$ cat config.mk
export PLATFORM = sky130hd
export DESIGN_NAME = rgu_rst_seq_flat
export DESIGN_NICKNAME = d
export VERILOG_FILES = /design/src/rtl/rgu_rst_seq_if.sv /design/src/rtl/rgu_rst_seq.sv /design/src/flat_wrapper.sv
export SDC_FILE = /design/constraint.sdc
export NUM_CORES = 1
export LEC_CHECK = 0
export CORE_ASPECT_RATIO = 0.75
export CORE_MARGIN = 2
export CORE_UTILIZATION = 59
export CTS_CLUSTER_DIAMETER = 30
export DETAILED_ROUTE_END_ITERATION = 10
export HOLD_SLACK_MARGIN = 0.1
export PLACE_DENSITY = 0.86
export SYNTH_ARGS = -nofsm -noshare
export SYNTH_HDL_FRONTEND = slang
export SYNTH_HIERARCHICAL = 1
export SYNTH_SLANG_ARGS = --single-unit
export TNS_END_PERCENT = 50
$ cat constraint.sdc
create_clock -name clk -period 3.3 [get_ports clk]
set_clock_uncertainty 0.1 [all_clocks]
set_input_delay 0.495 -clock clk [delete_from_list [all_inputs] [get_ports clk]]
set_output_delay 0.495 -clock clk [all_outputs]
set_load 0.005 [all_outputs]
$ cat src/rtl/rgu_rst_seq_if.sv
// ---------------------------------------------------------------------------
// rgu_rst_seq_if : bundle between the reset sequencer and its environment.
//   Inputs to the sequencer (driven by the master side):
//     sys_reset_n   external reset pin, async, active-low
//     sb_wdt_rst_n  SB watchdog reset, async, active-low (full reset)
//     wdt_rst_n     system watchdog resets, async, active-low (stage-1 reset)
//     timer0/1      stage-0 / stage-1 hold lengths
//     status_clr    one-cycle pulse, clears rst_status
//   Outputs from the sequencer (driven by the slave side):
//     stage0_done   SB domain released
//     stage1_done   main system released
//     rst_status    sticky reset-cause bits
//     seq_busy      high while the sequencer is not in RUN
// ---------------------------------------------------------------------------
interface rgu_rst_seq_if #(
  parameter int TMR_W   = 16,
  parameter int NUM_WDT = 4
);
  logic               sys_reset_n;
  logic               sb_wdt_rst_n;
  logic [NUM_WDT-1:0] wdt_rst_n;
  logic [TMR_W-1:0]   timer0;
  logic [TMR_W-1:0]   timer1;
  logic               status_clr;
  logic               stage0_done;
  logic               stage1_done;
  logic [7:0]         rst_status;
  logic               seq_busy;

  modport master (
    output sys_reset_n, sb_wdt_rst_n, wdt_rst_n, timer0, timer1, status_clr,
    input  stage0_done, stage1_done, rst_status, seq_busy
  );

  modport slave (
    input  sys_reset_n, sb_wdt_rst_n, wdt_rst_n, timer0, timer1, status_clr,
    output stage0_done, stage1_done, rst_status, seq_busy
  );
endinterface

$ cat src/rtl/rgu_rst_seq.sv
// ---------------------------------------------------------------------------
// rgu_rst_seq : two-stage reset release sequencer feeding the RGU.
//   Synchronises and debounces the reset pin, synchronises the watchdog
//   requests, then times the release of stage 0 (always-on/SB domain) and
//   stage 1 (main system). Keeps a sticky reset-cause word.
// Ports:
//   clk  block clock
//   rst  synchronous active-high reset (power-good)
//   bus  rgu_rst_seq_if.slave (reset requests, timers, status, done flags)
// ---------------------------------------------------------------------------

// Two-flop synchroniser lane; resets to the deasserted (high) level.
module rgu_sync2 (
  input  logic clk,
  input  logic rst,
  input  logic async_i,
  output logic sync_o
);
  logic meta_q, meta_d;
  logic sync_q, sync_d;

  always_comb begin
    meta_d = async_i;
    sync_d = meta_q;
  end

  always_ff @(posedge clk) begin
    if (rst) begin
      meta_q <= 1'b1;
      sync_q <= 1'b1;
    end else begin
      meta_q <= meta_d;
      sync_q <= sync_d;
    end
  end

  assign sync_o = sync_q;
endmodule

module rgu_rst_seq #(
  parameter int DEB_CYCLES = 5,
  parameter int TMR_W      = 16,
  parameter int NUM_WDT    = 4
) (
  input logic          clk,
  input logic          rst,
  rgu_rst_seq_if.slave bus
);
  localparam int         NSYNC   = NUM_WDT + 2;
  localparam logic [7:0] DEB_MAX = 8'(DEB_CYCLES);

  typedef enum logic [1:0] {IDLE, HOLD0, HOLD1, RUN} state_e;

  // synchronised request levels, all active-low
  typedef struct packed {
    logic [NUM_WDT-1:0] wdt_n;
    logic               sb_n;
    logic               pin_n;
  } req_t;

  req_t req_async, req_sync;

  assign req_async = '{wdt_n: bus.wdt_rst_n, sb_n: bus.sb_wdt_rst_n,
                       pin_n: bus.sys_reset_n};

  logic [NSYNC-1:0] async_vec, sync_vec;
  assign async_vec = req_async;
  assign req_sync  = sync_vec;

  for (genvar i = 0; i < NSYNC; i++) begin : g_sync
    rgu_sync2 u_sync (
      .clk    (clk),
      .rst    (rst),
      .async_i(async_vec[i]),
      .sync_o (sync_vec[i])
    );
  end

  // -------------------------------------------------------------------------
  // Pin debounce: count synced-low cycles, saturate; a high cycle restarts.
  // -------------------------------------------------------------------------
  logic [7:0] deb_q, deb_d;
  logic       ext_rst;

  always_comb begin
    deb_d = deb_q;
    if (req_sync.pin_n)        deb_d = 8'd0;
    else if (deb_q != DEB_MAX) deb_d = deb_q + 8'd1;
  end

  assign ext_rst = (deb_q == DEB_MAX);

  // full resets both stages, part resets stage 1 only
  logic full, part;
  assign full = ext_rst | ~req_sync.sb_n;
  assign part = |(~req_sync.wdt_n);

  // -------------------------------------------------------------------------
  // Sequencer state
  // -------------------------------------------------------------------------
  state_e           state_q, state_d;
  logic [TMR_W-1:0] cnt_q, cnt_d;
  logic [TMR_W-1:0] t_lat_q, t_lat_d;
  logic             s0_q, s0_d;
  logic             s1_q, s1_d;
  logic             busy_q, busy_d;
  logic [7:0]       status_q, status_d;
  logic             cnt_hit;

  assign cnt_hit = (cnt_q == t_lat_q);

  // state register
  always_ff @(posedge clk) begin
    if (rst) begin
      state_q  <= IDLE;
      cnt_q    <= '0;
      t_lat_q  <= '0;
      s0_q     <= 1'b0;
      s1_q     <= 1'b0;
      busy_q   <= 1'b1;
      deb_q    <= 8'd0;
      status_q <= 8'h01;
    end else begin
      state_q  <= state_d;
      cnt_q    <= cnt_d;
      t_lat_q  <= t_lat_d;
      s0_q     <= s0_d;
      s1_q     <= s1_d;
      busy_q   <= busy_d;
      deb_q    <= deb_d;
      status_q <= status_d;
    end
  end

  // next state
  always_comb begin
    state_d = state_q;
    if (full) begin
      state_d = IDLE;
    end else begin
      case (state_q)
        IDLE:    state_d = HOLD0;
        HOLD0:   if (cnt_hit) state_d = HOLD1;
        HOLD1:   if (!part && cnt_hit) state_d = RUN;
        RUN:     if (part) state_d = HOLD1;
        default: state_d = IDLE;
      endcase
    end
  end

  // outputs and datapath
  always_comb begin
    cnt_d   = cnt_q;
    t_lat_d = t_lat_q;
    s0_d    = s0_q;
    s1_d    = s1_q;
    if (full) begin
      cnt_d = '0;
      s0_d  = 1'b0;
      s1_d  = 1'b0;
    end else begin
      case (state_q)
        IDLE: begin
          cnt_d   = '0;
          t_lat_d = bus.timer0;
          s0_d    = 1'b0;
          s1_d    = 1'b0;
        end
        HOLD0: begin
          // a watchdog here is ignored: stage 1 is still held anyway
          if (cnt_hit) begin
            s0_d    = 1'b1;
            cnt_d   = '0;
            t_lat_d = bus.timer1;
          end else begin
            cnt_d = cnt_q + 1'b1;
          end
        end
        HOLD1, RUN: begin
          if (part) begin
            // restart the stage-1 hold; cnt sits at 0 while part persists
            s1_d    = 1'b0;
            cnt_d   = '0;
            t_lat_d = bus.timer1;
          end else if (state_q == HOLD1) begin
            if (cnt_hit) s1_d  = 1'b1;
            else         cnt_d = cnt_q + 1'b1;
          end
        end
        default: begin
          cnt_d = '0;
        end
      endcase
    end
    busy_d = (state_d != RUN);
  end

  // -------------------------------------------------------------------------
  // Sticky cause bits: a live source beats a simultaneous clear.
  // -------------------------------------------------------------------------
  logic [7:0] status_set;

  always_comb begin
    status_set                = 8'h00;
    status_set[1]             = ext_rst;
    status_set[2]             = ~req_sync.sb_n;
    status_set[3 +: NUM_WDT]  = ~req_sync.wdt_n;
    status_d = (status_q & ~{8{bus.status_clr}}) | status_set;
  end

  assign bus.stage0_done = s0_q;
  assign bus.stage1_done = s1_q;
  assign bus.rst_status  = status_q;
  assign bus.seq_busy    = busy_q;
endmodule

$ cat src/flat_wrapper.sv
// flat-port wrapper written by rule: the top's interface ports become plain ports
module rgu_rst_seq_flat 
#(
  parameter int DEB_CYCLES = 5,
  parameter int TMR_W      = 16,
  parameter int NUM_WDT    = 4
)
  (clk, rst, bus_sys_reset_n, bus_sb_wdt_rst_n, bus_wdt_rst_n, bus_timer0, bus_timer1, bus_status_clr, bus_stage0_done, bus_stage1_done, bus_rst_status, bus_seq_busy);
  rgu_rst_seq_if #(.TMR_W(TMR_W), .NUM_WDT(NUM_WDT)) bus_i ();
  input logic clk;
  input logic rst;
  input wire logic [$bits(bus_i.sys_reset_n)-1:0] bus_sys_reset_n;
  input wire logic [$bits(bus_i.sb_wdt_rst_n)-1:0] bus_sb_wdt_rst_n;
  input wire logic [$bits(bus_i.wdt_rst_n)-1:0] bus_wdt_rst_n;
  input wire logic [$bits(bus_i.timer0)-1:0] bus_timer0;
  input wire logic [$bits(bus_i.timer1)-1:0] bus_timer1;
  input wire logic [$bits(bus_i.status_clr)-1:0] bus_status_clr;
  output wire logic [$bits(bus_i.stage0_done)-1:0] bus_stage0_done;
  output wire logic [$bits(bus_i.stage1_done)-1:0] bus_stage1_done;
  output wire logic [$bits(bus_i.rst_status)-1:0] bus_rst_status;
  output wire logic [$bits(bus_i.seq_busy)-1:0] bus_seq_busy;
  assign bus_i.sys_reset_n = bus_sys_reset_n;
  assign bus_i.sb_wdt_rst_n = bus_sb_wdt_rst_n;
  assign bus_i.wdt_rst_n = bus_wdt_rst_n;
  assign bus_i.timer0 = bus_timer0;
  assign bus_i.timer1 = bus_timer1;
  assign bus_i.status_clr = bus_status_clr;
  assign bus_stage0_done = bus_i.stage0_done;
  assign bus_stage1_done = bus_i.stage1_done;
  assign bus_rst_status = bus_i.rst_status;
  assign bus_seq_busy = bus_i.seq_busy;
  rgu_rst_seq #(.DEB_CYCLES(DEB_CYCLES), .TMR_W(TMR_W), .NUM_WDT(NUM_WDT)) u_core (.clk(clk), .rst(rst), .bus(bus_i));
endmodule
# Yosys cells after proc, flatten, opt, wreduce, memory -nomap -nowiden
# Index checks and enable logic that the tools add are counted.
[totals] register_bits=65 input_bits=41 output_inout_bits=11 wordCells=72
[classes] n_addsub=2 n_eq_ne=12 n_mux=18 n_bitwise=7 n_reduce_logical=13
[ops] op="two-way mux 16 bit" n=6
[ops] op="one-hot mux 16 bit (3 select lines)" n=2
[ops] op="adder 16 x 1 -> 16 bit (second input constant)" n=1
[ops] op="equality test 16 bit" n=1
[ops] op="adder 8 x 1 -> 8 bit (second input constant)" n=1
[ops] op="bitwise AND 8 bit" n=1
[ops] op="equality test 8 x 3 -> 1 bit (second input constant)" n=1
[ops] op="two-way mux 2 bit" n=4
[ops] op="!= test 8 x 3 -> 1 bit (second input constant)" n=1
[ops] op="inverter 8 bit" n=1
[ops] op="bitwise OR 8 x 7 -> 8 bit" n=1
[ops] op="one-hot mux 2 bit (4 select lines)" n=1
[ops] op="!= test 3 x 1 -> 1 bit (second input constant)" n=2
[ops] op="AND reduction 3 bit" n=2
[ops] op="OR reduction 2 bit" n=3
[ops] op="equality test 2 bit (second input constant)" n=2
[ops] op="!= test 2 x 1 -> 1 bit (second input constant)" n=2
[ops] op="inverter 4 bit" n=1
[ops] op="one-hot mux 1 bit (2 select lines)" n=2
[ops] op="AND reduction 2 bit" n=2
[ops] op="nonzero test 2 bit" n=2
[ops] op="OR reduction 4 bit" n=1
[ops] op="two-way mux 1 bit" n=3
[ops] op="!= test 3 x 2 -> 1 bit (second input constant)" n=1
[ops] op="7 further kinds" n=8

# Depth between registers and ports, before layout
# Gate-level depths: netlist of the first run.
[logic_depth] depth_word=8 mapped_depth=8 ltp_nobuf=7

# Hierarchy
# Netlist of the first run, hierarchy kept.
[modules_own_cells] module="rgu_rst_seq" instances=1 cells_each=378 area_per_inst_um2=3209.3 seq_area_each_um2=1061.0
[modules_own_cells] module="rgu_sync2" instances=6 cells_each=4 area_per_inst_um2=52.6 seq_area_each_um2=40.0

# Worst setup path before layout of the first run
# Ideal clock, no wire load.
[synth_timing] path_type="register -> register" from="register u_core.cnt_q[11]" to="register u_core.t_lat_q[7]" setup_time_ns=0.140 arrival_ns=1.785 t_required_ns=3.060 path_slack_ns=1.275 stages_incl_launch_ff=8 period_less_slack_ns=2.025 cell_sequence="dfxtp_1 > buf_2 > xnor2_2 > nand4_2 > or4_4 > a21oi_4 > buf_4 > a221oi_1"
[synth_between] elab_chain_cells=3
[synth_rtl] element="start: declaration" line="rgu_rst_seq.sv:102" text="logic [TMR_W-1:0] cnt_q, cnt_d;"
[synth_rtl] element="start signal: assignment" line="rgu_rst_seq.sv:125" text="cnt_q <= cnt_d;"
[synth_rtl] element="equality test 16 bit" line="rgu_rst_seq.sv:110" text="assign cnt_hit = (cnt_q == t_lat_q);"
[synth_rtl] element="!= test 2 x 1 -> 1 bit (no line)"
[synth_rtl] element="AND reduction 3 bit (no line)"
[synth_rtl] element="end signal: assignment" line="rgu_rst_seq.sv:126" text="t_lat_q <= t_lat_d;"
[synth_rtl] element="end: declaration" line="rgu_rst_seq.sv:103" text="logic [TMR_W-1:0] t_lat_q, t_lat_d;"
# Every way passes these cells.
# A chain may end at the register's enable or synchronous reset.

# Final worst setup path of the first run
[layout_timing] from="register u_core.cnt_q[5]" to="register u_core.t_lat_q[15]"
# Same word-level chain as after synthesis.

==> flow_metrics.py, run 1 <==
metrics = {
    "sta": {
        "tightest_slew_ns": 0.8988,
        "max_slew_margin": 0.3943,
        "slew_viol_final": 0,
        "min_period_ns": 2.708,
        "rsz0062_at_grt": "no",
        "hold_viol_final": 0,
        "fin_crit_sh": 0.8207,
        "tns_ns": 0,
        "setup_viol": 0,
        "fin_hold_ws_ns": 0.3047,
        "max_freq_mhz": 369.2,
    },
    "cts": {
        "cts-hold-fix-buffers": 0,
        "clock-sinks": 65,
        "post_cts_buffers": 0,
        "path_clk_slew_ns": 0.07,
        "insertion_delay_ns": 0.35,
        "clock-root-buffer": "clkbuf_8",
        "cts_tree": "built",
        "cts.repair.resized": 0,
        "htreeDepth": 3,
        "numCtsBuffers": 9,
        "cts_max_path_buffers": 2,
    },
    "finish": {
        "post-route-util": 0.7306,
        "drive_gt1_frac": 0.1036,
        "area_delta_synth_final_pct": 20.13,
        "nets": 484,
        "design_area_mm2": 0.004234,
        "diodes": 0,
    },
    "logic_synthesis": {
        "synth_seq_area_share": 0.3692,
        "synth-edff-count": 0,
        "synth_top_area_share": 0.3692,
        "ys_ff_latch": 65,
        "synth_nets": 446,
        "synth_top_cell_by_area": "dfxtp_1",
        "synth-warning-count": 6,
        "synth.distinct_cells": 64,
        "synth_flop_cell": "dfxtp_1",
        "syn_area_per_cell_um2": 8.768,
        "synthCells": 402,
        "async_flop_share": 0,
        "ys_top_cells_by_area": "dfxtp_1, and3_1, a221oi_1",
        "netlist_area_mm2": 0.003525,
    },
    "floorplanning": {
        "die_w_um": 93.25,
        "coreArea_mm2": 0.005796,
        "dieHeight_um": 70.94,
        "ioPinCount": 52,
        "dieArea_mm2": 0.006615,
        "initial_core_util": 0.6082,
        "row_count": 24,
    },
    "route": {
        "drc": 0,
        "wl_mm": 9.135,
        "first_iter_violations": 265,
        "vias": 3252,
        "wl_per_cell_um": 17.50,
        "drt.antenna.violating_nets": 0,
        "vias_per_cell": 6.230,
        "drt_pass1_iterations": 5,
    },
    "placement": {
        "dpl.hpwl_mm": 6.356,
        "port_buffers": 51,
        "placed_area_mm2": 0.004018,
        "place_congestion": 0.9308,
    },
    "worst_setup_path": {
        "crit_required_ns": 3.38,
        "worstPathMaxFanout": 27,
        "crit_type": "reg2reg",
        "startpoint_type": "flop",
        "slowest_delay_ns": 0.69,
        "critPathSlowestCell": "a21oi_4",
        "cp_cell_sequence": "xnor2_2, nand4_1, or4_4, a21oi_4, a221oi_1",
        "cp-end-kind": "flop",
        "critical_path_arrival_ns": 2.79,
    },
    "global_routing": {
        "grt_first_pass_wirelength_mm": 15.20,
        "grt-ovfl-total": 0,
        "grtUsageTotal": 0.2920,
        "grt_max_degree": 40,
        "grt_pass1_vias": 3122,
        "antenna_found_initial": 0,
    },
    "power": {
        "irDropWorstVdd_mv": 0.2641,
        "p_leak_nw": 1.454,
        "powerDensity_mw_per_mm2": 441.8,
    },
    "outcome": {
        "outcome": "completed",
    },
    "hold_path": {
        "hp-class": "reg2reg",
    },
    "flow_run": {
        "cap_violations": 0,
    },
}
## state kept, by name (all words and copies together) (netlist names)
name and flops:
u_core/cnt_q 16, u_core/g_sync.u_sync/sync_o 6, u_core/deb_q 8, u_core/state_q 2, u_core/bus.stage1_done 1, u_core/g_sync.u_sync/meta_q 6, u_core/bus.rst_status 8, u_core/bus.seq_busy 1
u_core/t_lat_q 16, u_core/bus.stage0_done 1
## worst max-delay path, delay by kind of cell (launching register included)
family | cells | cell delay (ns)
AO/OA/AOI/OAI | 2 | 0.87
XOR/XNOR | 1 | 0.17
flip-flops | 1 | 0.58
AND/OR/NAND/NOR | 2 | 0.82
## logic make-up after synthesis
family                     synth area share
and+or+nand+nor                      0.2481
AOI/OAI and AO/OA                    0.1970
DFF                                  0.3692
buffers and inverters               0.07845
xor gates and xnor gates            0.07632
muxes                               0.02023
adders and majority gates           0.01065
## stage by stage
stage,power (mW),instances,setup WS (ns)
after detailed placement,1.130,507,0.6467
final,1.871,522,0.5918
after global routing,1.943,522,0.4479
after global placement,1.120,507,0.7379
after floorplan,1.030,402,1.275
after CTS,1.879,522,0.6140
## final timing paths
kind	slack [ns]	from	cells past startpoint	endpoint
worst max-delay path	0.59	u_core/cnt_q[5]	5	u_core/t_lat_q[15]
worst min-delay path	0.30	u_core/g_sync[5].u_sync/meta_q	1	u_core/g_sync[5].u_sync/sync_o
worst max register to register	0.59	u_core/cnt_q[5]	5	u_core/t_lat_q[15]
worst min register to register	0.30	u_core/g_sync[5].u_sync/meta_q	1	u_core/g_sync[5].u_sync/sync_o
## synth_stat cells (all sizes together), types with 2 or more instances
cell type	number
or2	13
o211ai	4
inv	27
buf	14
o41ai	2
nor3	13
nor4	4
and2	4
or3b	2
xor2	5
o31a	2
a21oi	15
o21ai	19
a2bb2oi	2
a211oi	14
dfxtp	65
and3	24
ha	3
o31ai	2
nand3	14
a221oi	16
clkbuf	18
nand2	30
nand2b	8
a2111oi	2
nor2	13
mux2i	6
and4	2
nand4	16
or4	4
nor2b	2
a31oi	4
xnor2	18
## per-layer routing
metal  routed length (um)  track usage
met1                 3928       0.3829
met2                 4313       0.4668
met3                  671      0.06496
met4                  220       0.1242
met5                    0            0
## power by group
group	internal (mW)	switching (mW)
combinational	0.132	0.133
clock	0.425	0.326
sequential	0.819	0.0357
total	1.38	0.495
## final cells by class
cell class	count	area [um^2]
clock buffer	9	123.9
clock inverter	6	92.59
fill	417	1562
inverter	27	101.3
multi-input combinational	278	1947
sequential	65	1301
tap	78	97.59
timing repair buffer	59	570.5
## cells in the final DEF (no fill, tap or decap), types with 9 or more instances in the layout
master           instances
inv_1                   27
or2_1                   12
and3_1                  24
nor2_1                  13
dfxtp_1                 65
a21oi_1                 13
clkbuf_8                 9
a211oi_1                12
a221oi_1                16
nand2_1                 30
nand3_1                 14
xnor2_1                 12
clkdlybuf4s50_1         51
nor3_1                  13
nand4_1                 13
o21ai_0                 19
No activity file was read; power rests on OpenSTA's default activity.
==> run 2: changes to the inputs <==
Settings changed: CORE_UTILIZATION 59 to 54, PLACE_DENSITY 0.86 to 0.8.
Clock period 3.3 ns to 2.71 ns, I/O delays scaled along.
==> run 2 against run 1 <==
  * Power is 19% higher
  * Cell count is 2.5% higher
  * Clock power is 13% higher
  * Final area is 1.4% higher
  * Combinational power is 28% higher
  * Sequential power is 22% higher
  * Setup slack worse by 0.39 ns
  * Utilization is 5.1 points lower
  * Critical path depth is 1 higher
  * Maximum frequency is 8.0% higher
  * Die area is 8.8% higher
  * Critical path type unchanged
  * Largest power group unchanged
==> flow_metrics.py, run 2 (synthesized netlist as in run 1, its figures left out) <==
metrics = {
    "outcome": {
        "outcome": "completed",
    },
    "sta": {
        "rsz0062_at_grt": "no",
        "max_freq_mhz": 398.8,
        "min_period_ns": 2.507,
        "tns_ns": 0,
        "fin_crit_sh": 0.9252,
        "slew_viol_final": 0,
        "fin_ws_ns": 0.2028,
        "fin_hold_ws_ns": 0.3071,
        "tightest_slew_ns": 0.7059,
        "max_slew_margin": 0.5280,
        "hold_viol_final": 0,
        "setup_viol": 0,
    },
    "placement": {
        "port_buffers": 51,
        "place_inst": 519,
        "place_congestion": 0.9916,
        "dpl_worst_slack_ns": 0.2446,
        "dpl.hpwl_mm": 6.381,
    },
    "global_routing": {
        "grtUsageTotal": 0.2601,
        "grt_max_degree": 22,
        "antenna_found_initial": 0,
        "grt_pass1_vias": 2999,
        "grt_first_pass_wirelength_mm": 14.75,
        "grt-ovfl-total": 0,
    },
    "cts": {
        "path_clk_slew_ns": 0.08,
        "cts_tree": "built",
        "clock-sinks": 65,
        "htreeDepth": 3,
        "clock-root-buffer": "clkbuf_8",
        "numCtsBuffers": 9,
        "cts-hold-fix-buffers": 0,
        "cts_max_path_buffers": 2,
        "insertion_delay_ns": 0.34,
    },
    "route": {
        "drc": 0,
        "drt_pass1_iterations": 5,
        "wl_per_cell_um": 16.86,
        "vias": 3233,
        "first_iter_violations": 261,
        "drt.antenna.violating_nets": 0,
        "wl_mm": 9.019,
        "vias_per_cell": 6.043,
    },
    "finish": {
        "final_common_cell": "dfxtp_1",
        "fillers": 503,
        "multiInputGateArea_mm2": 0.001953,
        "nets": 493,
        "stdcell_count": 535,
        "diodes": 0,
        "area_delta_synth_final_pct": 21.87,
        "reg_top3": "u_core/cnt_q x16, u_core/t_lat_q x16",
        "regArea_mm2": 0.001301,
        "drive_gt1_frac": 0.1256,
        "final_cell_mix": "dfxtp_1, clkdlybuf4s50_1, nand2_1",
        "post-route-util": 0.6798,
    },
    "worst_setup_path": {
        "worstPathMaxFanout": 12,
        "critPathSlowestCell": "or4_4",
        "crit_required_ns": 2.80,
        "cp_cell_sequence": "xnor2_2, nand4_1, or4_4, a21oi_4, buf_4, a221oi_1",
        "critical_path_arrival_ns": 2.60,
        "crit_type": "reg2reg",
        "ff2ff_setup_slack_ns": 0.20,
        "cp-end-kind": "flop",
        "slowest_delay_ns": 0.65,
        "startpoint_type": "flop",
    },
    "floorplanning": {
        "dieHeight_um": 73.97,
        "die_w_um": 97.29,
        "coreArea_mm2": 0.006319,
        "dieArea_mm2": 0.007196,
        "ioPinCount": 52,
        "row_count": 25,
        "initial_core_util": 0.5578,
    },
    "power": {
        "irDropWorstVdd_mv": 0.2885,
        "powerDensity_mw_per_mm2": 517.8,
        "p_leak_nw": 1.494,
    },
    "hold_path": {
        "hp-class": "reg2reg",
    },
    "flow_run": {
        "cap_violations": 0,
    },
}
run 2: cell types whose count changed in the layout (fill, tap and decap cells not counted):
cell       change
clkinv_2       +1
bufinv_16      -1
a31oi_2        +1
clkinv_4       -1
a31oi_1        -1
inv_6          +2
buf_4          +9
run 2: path summary, 6_finish.rpt:
| path | cells past startpoint | from | to |
|---|---|---|---|
| worst min-delay path | 1 | u_core/g_sync[1].u_sync/meta_q | u_core/g_sync[1].u_sync/sync_o |
| worst max-delay path | 6 | u_core/cnt_q[5] | u_core/t_lat_q[13] |
| worst max register to register | 6 | u_core/cnt_q[5] | u_core/t_lat_q[13] |
| worst min register to register | 1 | u_core/g_sync[1].u_sync/meta_q | u_core/g_sync[1].u_sync/sync_o |
run 2: metrics by stage:
stage / total power, mW / instance area (um^2)
5_1_grt: 2.312 / 4295
6_report: 2.224 / 4295
2_1_floorplan: 1.254 / 3525
3_3_place_gp: 1.381 / 4089
3_5_place_dp: 1.390 / 4089
4_1_cts: 2.235 / 4289
run 2: final cells by class:
cell class                 instances  area share
clock buffer                       9     0.02884
inverter                          27     0.02359
timing repair buffer              68      0.1486
multi-input combinational        278      0.4547
sequential                        65      0.3029
tap                               81     0.02359
clock inverter                     7     0.01777
run 2: report_power, final:
part | total, mW | internal, mW | switching, mW
Sequential | 1.04 | 0.997 | 0.0407
Combinational | 0.338 | 0.173 | 0.165
Clock | 0.849 | 0.433 | 0.416
run 2: worst max-delay path: cells and delay by family (launching register included):
| family | cells | cell delay (ns) |
|---|---|---|
| flip-flops | 1 | 0.58 |
| AND/OR/NAND/NOR | 2 | 0.84 |
| buffers and inverters | 1 | 0.25 |
| AO/OA/AOI/OAI | 2 | 0.42 |
| XOR/XNOR | 1 | 0.17 |
run 2: repair_timing:
action	4_1_cts	5_1_grt
setup buffers	0	0
setup endpoints to repair	0	2
resized for setup	0	1
run 2: routing by layer:
metal,routed length [um],GRT usage,up-vias
li1,-,-,1556
met1,4205,0.3548,1523
met2,3971,0.4097,144
met3,747,0.08365,10
met4,94,0.06327,0
met5,0,0,-
